`config.mk`:
```
export PLATFORM = sky130hd
export DESIGN_NAME = mult_final_stage_ctrl_flat
export DESIGN_NICKNAME = d
export VERILOG_FILES = /design/src/rtl/mult_ctrl_pkg.sv /design/src/rtl/mult_final_stage_ctrl_if.sv /design/src/rtl/sat_counter.sv /design/src/rtl/mult_final_stage_ctrl.sv /design/src/flat_wrapper.sv
export SDC_FILE = /design/constraint.sdc
export NUM_CORES = 1
export LEC_CHECK = 0
export BUFFER_PORTS_ARGS = -buffer_cell sky130_fd_sc_hd__clkbuf_2
export CAP_MARGIN = 20
export CELL_PAD_IN_SITES_DETAIL_PLACEMENT = 1
export CELL_PAD_IN_SITES_GLOBAL_PLACEMENT = 2
export CORE_ASPECT_RATIO = 1.2
export CORE_MARGIN = 2
export CORE_UTILIZATION = 34
export CTS_BUF_LIST = sky130_fd_sc_hd__clkbuf_4 sky130_fd_sc_hd__clkbuf_8 sky130_fd_sc_hd__clkbuf_16
export CTS_CLUSTER_SIZE = 14
export DETAILED_ROUTE_END_ITERATION = 6
export GPL_ROUTABILITY_DRIVEN = 0
export PLACE_DENSITY_LB_ADDON = 0.2
export SLEW_MARGIN = 20
export SYNTH_ARGS = -nofsm -noshare
export SYNTH_HDL_FRONTEND = slang
export SYNTH_HIERARCHICAL = 1
export SYNTH_SLANG_ARGS = --single-unit
```
`constraint.sdc`:
```
create_clock -name clk -period 2.57 [get_ports clk]
set_input_delay 0.514 -clock clk [delete_from_list [all_inputs] [get_ports clk]]
set_output_delay 0.514 -clock clk [all_outputs]
set_load 0.03 [all_outputs]
```
`src/rtl/mult_ctrl_pkg.sv`:
```
// Shared encodings for the multiplier final-stage sequencer: FSM states,
// datapath mux selector values and priority-resolved exception codes.
package mult_ctrl_pkg;

  localparam logic [1:0] ST_IDLE   = 2'd0;
  localparam logic [1:0] ST_SELECT = 2'd1;
  localparam logic [1:0] ST_COMMIT = 2'd2;
  localparam logic [1:0] ST_HOLD   = 2'd3;

  localparam logic SEL_A_UNDERFLOW = 1'b0;
  localparam logic SEL_A_OVERFLOW  = 1'b1;
  localparam logic SEL_B_EXCEPTION = 1'b0;
  localparam logic SEL_B_NORMAL    = 1'b1;

  localparam logic [1:0] EXC_NONE = 2'b00;
  localparam logic [1:0] EXC_UNF  = 2'b01;
  localparam logic [1:0] EXC_OVF  = 2'b10;

  // Overflow wins when the core flags both: the result saturates to infinity.
  function automatic logic [1:0] resolve_exc(input logic ovf, input logic unf);
    if (ovf) return EXC_OVF;
    else if (unf) return EXC_UNF;
    else return EXC_NONE;
  endfunction

endpackage

```
`src/rtl/mult_final_stage_ctrl_if.sv`:
```
// Handshake, datapath-strobe and status bundle between the multiplier core,
// the final-stage controller and its downstream consumer.
interface mult_final_stage_ctrl_if #(
  parameter int CNT_W = 16
);
  logic             start;
  logic             overflow_flag;
  logic             underflow_flag;
  logic             ack;
  logic             clr_cnt;
  logic             ready;
  logic             load_a;
  logic             selector_a;
  logic             selector_b;
  logic             load_b;
  logic             result_valid;
  logic [1:0]       exc_code;
  logic [CNT_W-1:0] ovf_cnt;
  logic [CNT_W-1:0] unf_cnt;

  modport master (
    output start, overflow_flag, underflow_flag, ack, clr_cnt,
    input  ready, load_a, selector_a, selector_b, load_b, result_valid,
           exc_code, ovf_cnt, unf_cnt
  );

  modport slave (
    input  start, overflow_flag, underflow_flag, ack, clr_cnt,
    output ready, load_a, selector_a, selector_b, load_b, result_valid,
           exc_code, ovf_cnt, unf_cnt
  );
endinterface

```
`src/rtl/sat_counter.sv`:
```
// Saturating event counter: holds at all-ones instead of wrapping.
// One-cycle update; synchronous clear takes priority over increment.
module sat_counter #(
  parameter int CNT_W = 16
) (
  input  logic             clk,
  input  logic             rst,
  input  logic             inc_i,
  input  logic             clr_i,
  output logic [CNT_W-1:0] value_o
);
  localparam logic [CNT_W-1:0] MAX_VAL = '1;

  logic [CNT_W-1:0] value_q, value_d;

  always_comb begin
    value_d = value_q;
    if (clr_i) value_d = '0;
    else if (inc_i && (value_q != MAX_VAL)) value_d = value_q + CNT_W'(1);
  end

  always_ff @(posedge clk or negedge rst) begin
    if (!rst) value_q <= '0;
    else value_q <= value_d;
  end

  assign value_o = value_q;
endmodule

```
`src/rtl/mult_final_stage_ctrl.sv`:
```
// Final-stage sequencer: capture (Mealy load_a), select, commit (load_b), hold until ack.
// 4 cycles minimum per result; start is refused (ready=0) outside IDLE, result held while ack=0.
module mult_final_stage_ctrl
  import mult_ctrl_pkg::*;
#(
  parameter int CNT_W = 16
) (
  input logic                    clk,
  input logic                    rst,
  mult_final_stage_ctrl_if.slave bus
);
  logic [1:0] state_q, state_d;
  logic [1:0] exc_q, exc_d;
  logic       sel_a_q, sel_a_d;
  logic       sel_b_q, sel_b_d;
  logic       in_commit;

  always_comb begin
    state_d = state_q;
    exc_d   = exc_q;
    sel_a_d = sel_a_q;
    sel_b_d = sel_b_q;
    case (state_q)
      ST_IDLE: begin
        if (bus.start) begin
          exc_d   = resolve_exc(bus.overflow_flag, bus.underflow_flag);
          state_d = ST_SELECT;
        end
      end
      ST_SELECT: begin
        sel_a_d = exc_q[1] ? SEL_A_OVERFLOW : SEL_A_UNDERFLOW;
        sel_b_d = (exc_q == EXC_NONE) ? SEL_B_NORMAL : SEL_B_EXCEPTION;
        state_d = ST_COMMIT;
      end
      ST_COMMIT: state_d = ST_HOLD;
      ST_HOLD:   if (bus.ack) state_d = ST_IDLE;
      default:   state_d = ST_IDLE;
    endcase
  end

  always_ff @(posedge clk or negedge rst) begin
    if (!rst) begin
      state_q <= ST_IDLE;
      exc_q   <= EXC_NONE;
      sel_a_q <= SEL_A_UNDERFLOW;
      sel_b_q <= SEL_B_NORMAL;
    end else begin
      state_q <= state_d;
      exc_q   <= exc_d;
      sel_a_q <= sel_a_d;
      sel_b_q <= sel_b_d;
    end
  end

  assign in_commit        = (state_q == ST_COMMIT);
  assign bus.ready        = (state_q == ST_IDLE);
  // Gated by rst so a start seen during reset never strobes the capture register.
  assign bus.load_a       = rst & bus.ready & bus.start;
  assign bus.load_b       = in_commit;
  assign bus.result_valid = (state_q == ST_HOLD);
  assign bus.selector_a   = sel_a_q;
  assign bus.selector_b   = sel_b_q;
  assign bus.exc_code     = exc_q;

  sat_counter #(.CNT_W(CNT_W)) u_ovf_cnt (
    .clk     (clk),
    .rst     (rst),
    .inc_i   (in_commit & exc_q[1]),
    .clr_i   (bus.clr_cnt),
    .value_o (bus.ovf_cnt)
  );

  sat_counter #(.CNT_W(CNT_W)) u_unf_cnt (
    .clk     (clk),
    .rst     (rst),
    .inc_i   (in_commit & ~exc_q[1] & exc_q[0]),
    .clr_i   (bus.clr_cnt),
    .value_o (bus.unf_cnt)
  );
endmodule

```
`src/flat_wrapper.sv`:
```
// flat-port wrapper written by rule: the top's interface ports become plain ports
module mult_final_stage_ctrl_flat import mult_ctrl_pkg::*;
#(
  parameter int CNT_W = 16
)
  (clk, rst, bus_start, bus_overflow_flag, bus_underflow_flag, bus_ack, bus_clr_cnt, bus_ready, bus_load_a, bus_selector_a, bus_selector_b, bus_load_b, bus_result_valid, bus_exc_code, bus_ovf_cnt, bus_unf_cnt);
  mult_final_stage_ctrl_if #(.CNT_W(CNT_W)) bus_i ();
  input logic clk;
  input logic rst;
  input wire logic [$bits(bus_i.start)-1:0] bus_start;
  input wire logic [$bits(bus_i.overflow_flag)-1:0] bus_overflow_flag;
  input wire logic [$bits(bus_i.underflow_flag)-1:0] bus_underflow_flag;
  input wire logic [$bits(bus_i.ack)-1:0] bus_ack;
  input wire logic [$bits(bus_i.clr_cnt)-1:0] bus_clr_cnt;
  output wire logic [$bits(bus_i.ready)-1:0] bus_ready;
  output wire logic [$bits(bus_i.load_a)-1:0] bus_load_a;
  output wire logic [$bits(bus_i.selector_a)-1:0] bus_selector_a;
  output wire logic [$bits(bus_i.selector_b)-1:0] bus_selector_b;
  output wire logic [$bits(bus_i.load_b)-1:0] bus_load_b;
  output wire logic [$bits(bus_i.result_valid)-1:0] bus_result_valid;
  output wire logic [$bits(bus_i.exc_code)-1:0] bus_exc_code;
  output wire logic [$bits(bus_i.ovf_cnt)-1:0] bus_ovf_cnt;
  output wire logic [$bits(bus_i.unf_cnt)-1:0] bus_unf_cnt;
  assign bus_i.start = bus_start;
  assign bus_i.overflow_flag = bus_overflow_flag;
  assign bus_i.underflow_flag = bus_underflow_flag;
  assign bus_i.ack = bus_ack;
  assign bus_i.clr_cnt = bus_clr_cnt;
  assign bus_ready = bus_i.ready;
  assign bus_load_a = bus_i.load_a;
  assign bus_selector_a = bus_i.selector_a;
  assign bus_selector_b = bus_i.selector_b;
  assign bus_load_b = bus_i.load_b;
  assign bus_result_valid = bus_i.result_valid;
  assign bus_exc_code = bus_i.exc_code;
  assign bus_ovf_cnt = bus_i.ovf_cnt;
  assign bus_unf_cnt = bus_i.unf_cnt;
  mult_final_stage_ctrl #(.CNT_W(CNT_W)) u_core (.clk(clk), .rst(rst), .bus(bus_i));
endmodule
```
==> results.md <==
- Met3 WL: 170 um
- Final worst slack: 0.359 ns
- Power share of the combinational group: 0.277
- Post-route ant nets: 0
- Net Sw Frac: 0.332
- Placed cell area: 0.00255 sq mm
- Detail Placement HPWL: 3960 um
- Fraction of layout cells with a size suffix above 1: 0.316
- Gate Count Post-Synth: 225
- Top Layer Used: met4
- Synth Register Bits: 38
- Post-synthesis compound-gate area fraction: 0.147
- Via density: 5.55
- Starting Density: 0.350
- Antenna diodes: 0
- Number of synthesized flops with an enable pin: 0
- H-tree levels: 2
- Total of max-cap violations: 0
- Syn_nets: 239
- Tightest Pin Transition: 0.851 ns
- Area of the die: 0.00726 sq mm
- Final Skew: 0.00996 ns
- Slew Viols, Final: 0
- Post-CTS Setup Repair Bufs: 0
- Vias in the first global route: 2044
- Router iterations before antenna repair: 4
- Unrepaired setup endpoints after global routing: no
- 1st-iter DRT viols: 66
- CTS Buf Count: 5
- Ports: 47
- Crit start category: flip-flop
- Pint: 0.00126 W
- Clk pwr share: 0.341
- Unique cell type count in the Yosys netlist: 40
- Yosys warning count: 6
- Status: complete, no violations
- Row count: 32
- Initial antenna violation count: 0
- Total power draw: 0.00189 W
- Simple-Gate Fraction of Synth Area: 0.288
- CTS tree: yes
- Most used DFF post-synth: dfrtp_1
- Finish-stage setup viols: 0
- Core outline area: 0.00641 sq mm
- PostCTS Resize Cnt: 0
- Global-route wire length before repair: 10100 um
- Metal2 WL: 2940 um
- CP Max Fanout: 22
- Worst setup EP type: flip-flop
- FILL cells: 761
- Synthesized cell area: 0.00224 sq mm
- Pwr dens: 702 mW/mm^2
- Count of final hold-check violations: 0
- Layout area overhead: 20.1%
- Port Buffers: 46
- CP startpoint: u_core/state_q[0]
- Worst skew pair latency: 0.29 ns
- Largest family of logic cells by synthesized area: simple AND/OR/NAND/NOR gates
- Placement Setup Slack: 0.360 ns
- Clk buf depth: 2
- Fin area: 0.00269 sq mm
- Gr usage total: 0.172
- Mean post-synth cell area: 9.95 sq um
- Grt total ovfl: 0
- Routed wire length: 5790 um
- Synth Area in XOR/XNOR: 0
- Adder-Cell Fraction of Synth Area: 0.0391
- WP data required: 2.78 ns
- Worst Hold Class: in2async
- Nets: 285
- Sequential share of power: 0.382
- Reg clk slew, reported paths: 0.08 ns
- Crit path kind: reg2reg
- Drt wl/cell: 16.2 um
- Worst Path Arrival: 2.42 ns
- M1 wire length: 2620 um
- Die Ht: 92.9 um
- Async set-reset flop share out of synthesis: 1.00
- Post-synthesis sequential area ratio: 0.425
- Slew headroom: 0.433
- FF-to-FF Start: u_core/state_q[0]
- CTS Hold Bufs: 0
- Psw: 0.000626 W
- Chip width: 78.1 um
- CTS root buf: clkbuf_8
- Vias: 1980
- Final TNS setup: 0 ns
- Final cycle utilization of the critical path: 0.860
- Largest net degree at the start of global routing: 41
- FMAX: 452 MHz
- Drc violations: 0
- VDD IR max: 464 uV
- Final min period: 2.21 ns
- LEAKAGE: 1.20 nW
- Post-synthesis mux area share: 0.0620
- CTS Sinks: 38
synth_stat cells, drive strengths merged, types with 5 or more instances:
cell type  count  area (sq um)
dfrtp         37           926
a21oi         23           119
nand2         14          55.1
nand4         14           100
o31ai         14           105
or4           14           110
mux2          12           139
nor4          10          92.6
inv            9          33.8
nor2           9          33.8
nor2b          9          63.8
o21ai          9          45.0
clkbuf         8          30.0
ha             7          87.6
nand3          6          30.0
or3            6          40.0
and3           5          32.5
worst max-delay path, stage by stage (launching register included):
cell and delay [ns]:
dfrtp_1 0.42, inv_1 0.12, ha_1 0.18, and3b_1 0.24
inv_1 0.29, or4_2 0.72, a21oi_1 0.16
per-stage QoR:
step	hold WS [ns]	instances	utilization
2_1_floorplan	0.218	225	-
3_3_place_gp	0.491	349	0.397
3_5_place_dp	0.500	349	0.397
4_1_cts	0.387	357	0.420
5_1_grt	0.397	357	0.420
6_report	0.355	357	0.420
registers in the layout (all words and copies together) (netlist names):
register	flops
u_core/bus.selector_b	1
u_core/bus.selector_a	1
u_core/bus.exc_code	2
u_core/u_unf_cnt/value_o	16
u_core/u_ovf_cnt/value_o	16
u_core/state_q	2
cells in the final DEF (no fill, tap or decap), types with 6 or more instances in the layout:
cell type  instances
clkbuf_2          46
dfrtp_1           37
a21oi_1           22
o31ai_1           14
nand2_1           13
nand4_1           12
or4_1             10
nor2_1             9
inv_1              8
nor2b_1            8
nor4_1             8
mux2_1             8
ha_1               7
clkbuf_8           6
nand3_1            6
o21ai_1            6
cell type report:
type | count | area [sq um] | share of cell area
multi-input combinational | 168 | 1200 | 0.447
sequential | 38 | 952 | 0.354
timing repair buffer | 49 | 253 | 0.0940
tap | 85 | 106 | 0.0396
clock buffer | 6 | 82.6 | 0.0307
clock inverter | 2 | 60.1 | 0.0223
inverter | 9 | 33.8 | 0.0126
routing by layer:
metal  global-route usage  vias up
met1                0.214      996
met4               0.0526        0
met3               0.0341        4
li1                     -      950
met2                0.300       30
met5                    0        -
kinds of logic after synthesis:
logic type	count (synthesis)
flops	38
mux	12
simple gates	98
buf+inv	19
compound gates	51
fa+ha+maj	7
power groups by stage:
stage                     clock network, W  registers [W]  logic [W]
after global routing              0.000686       0.000737   0.000579
after CTS                         0.000668       0.000723   0.000530
after floorplan                          0       0.000802   0.000319
after detailed placement                 0       0.000734   0.000529
after global placement                   0       0.000731   0.000526
final                             0.000644       0.000722   0.000522
path summary, 6_finish.rpt:
kind                            slack, ns                            to  depth (start not counted)
max in group asynchronous            1.83         u_core/bus.selector_b                          2
worst min register to register       0.51         u_core/bus.selector_a                          1
worst max register to register       0.36   u_core/u_unf_cnt/value_o[3]                          6
min in group clk                     0.47        u_core/bus.exc_code[1]                          2
worst min-delay path                 0.35  u_core/u_unf_cnt/value_o[12]                          2
worst max-delay path                 0.36   u_core/u_unf_cnt/value_o[3]                          6
Note: power is estimated with default switching activity, not from simulation.
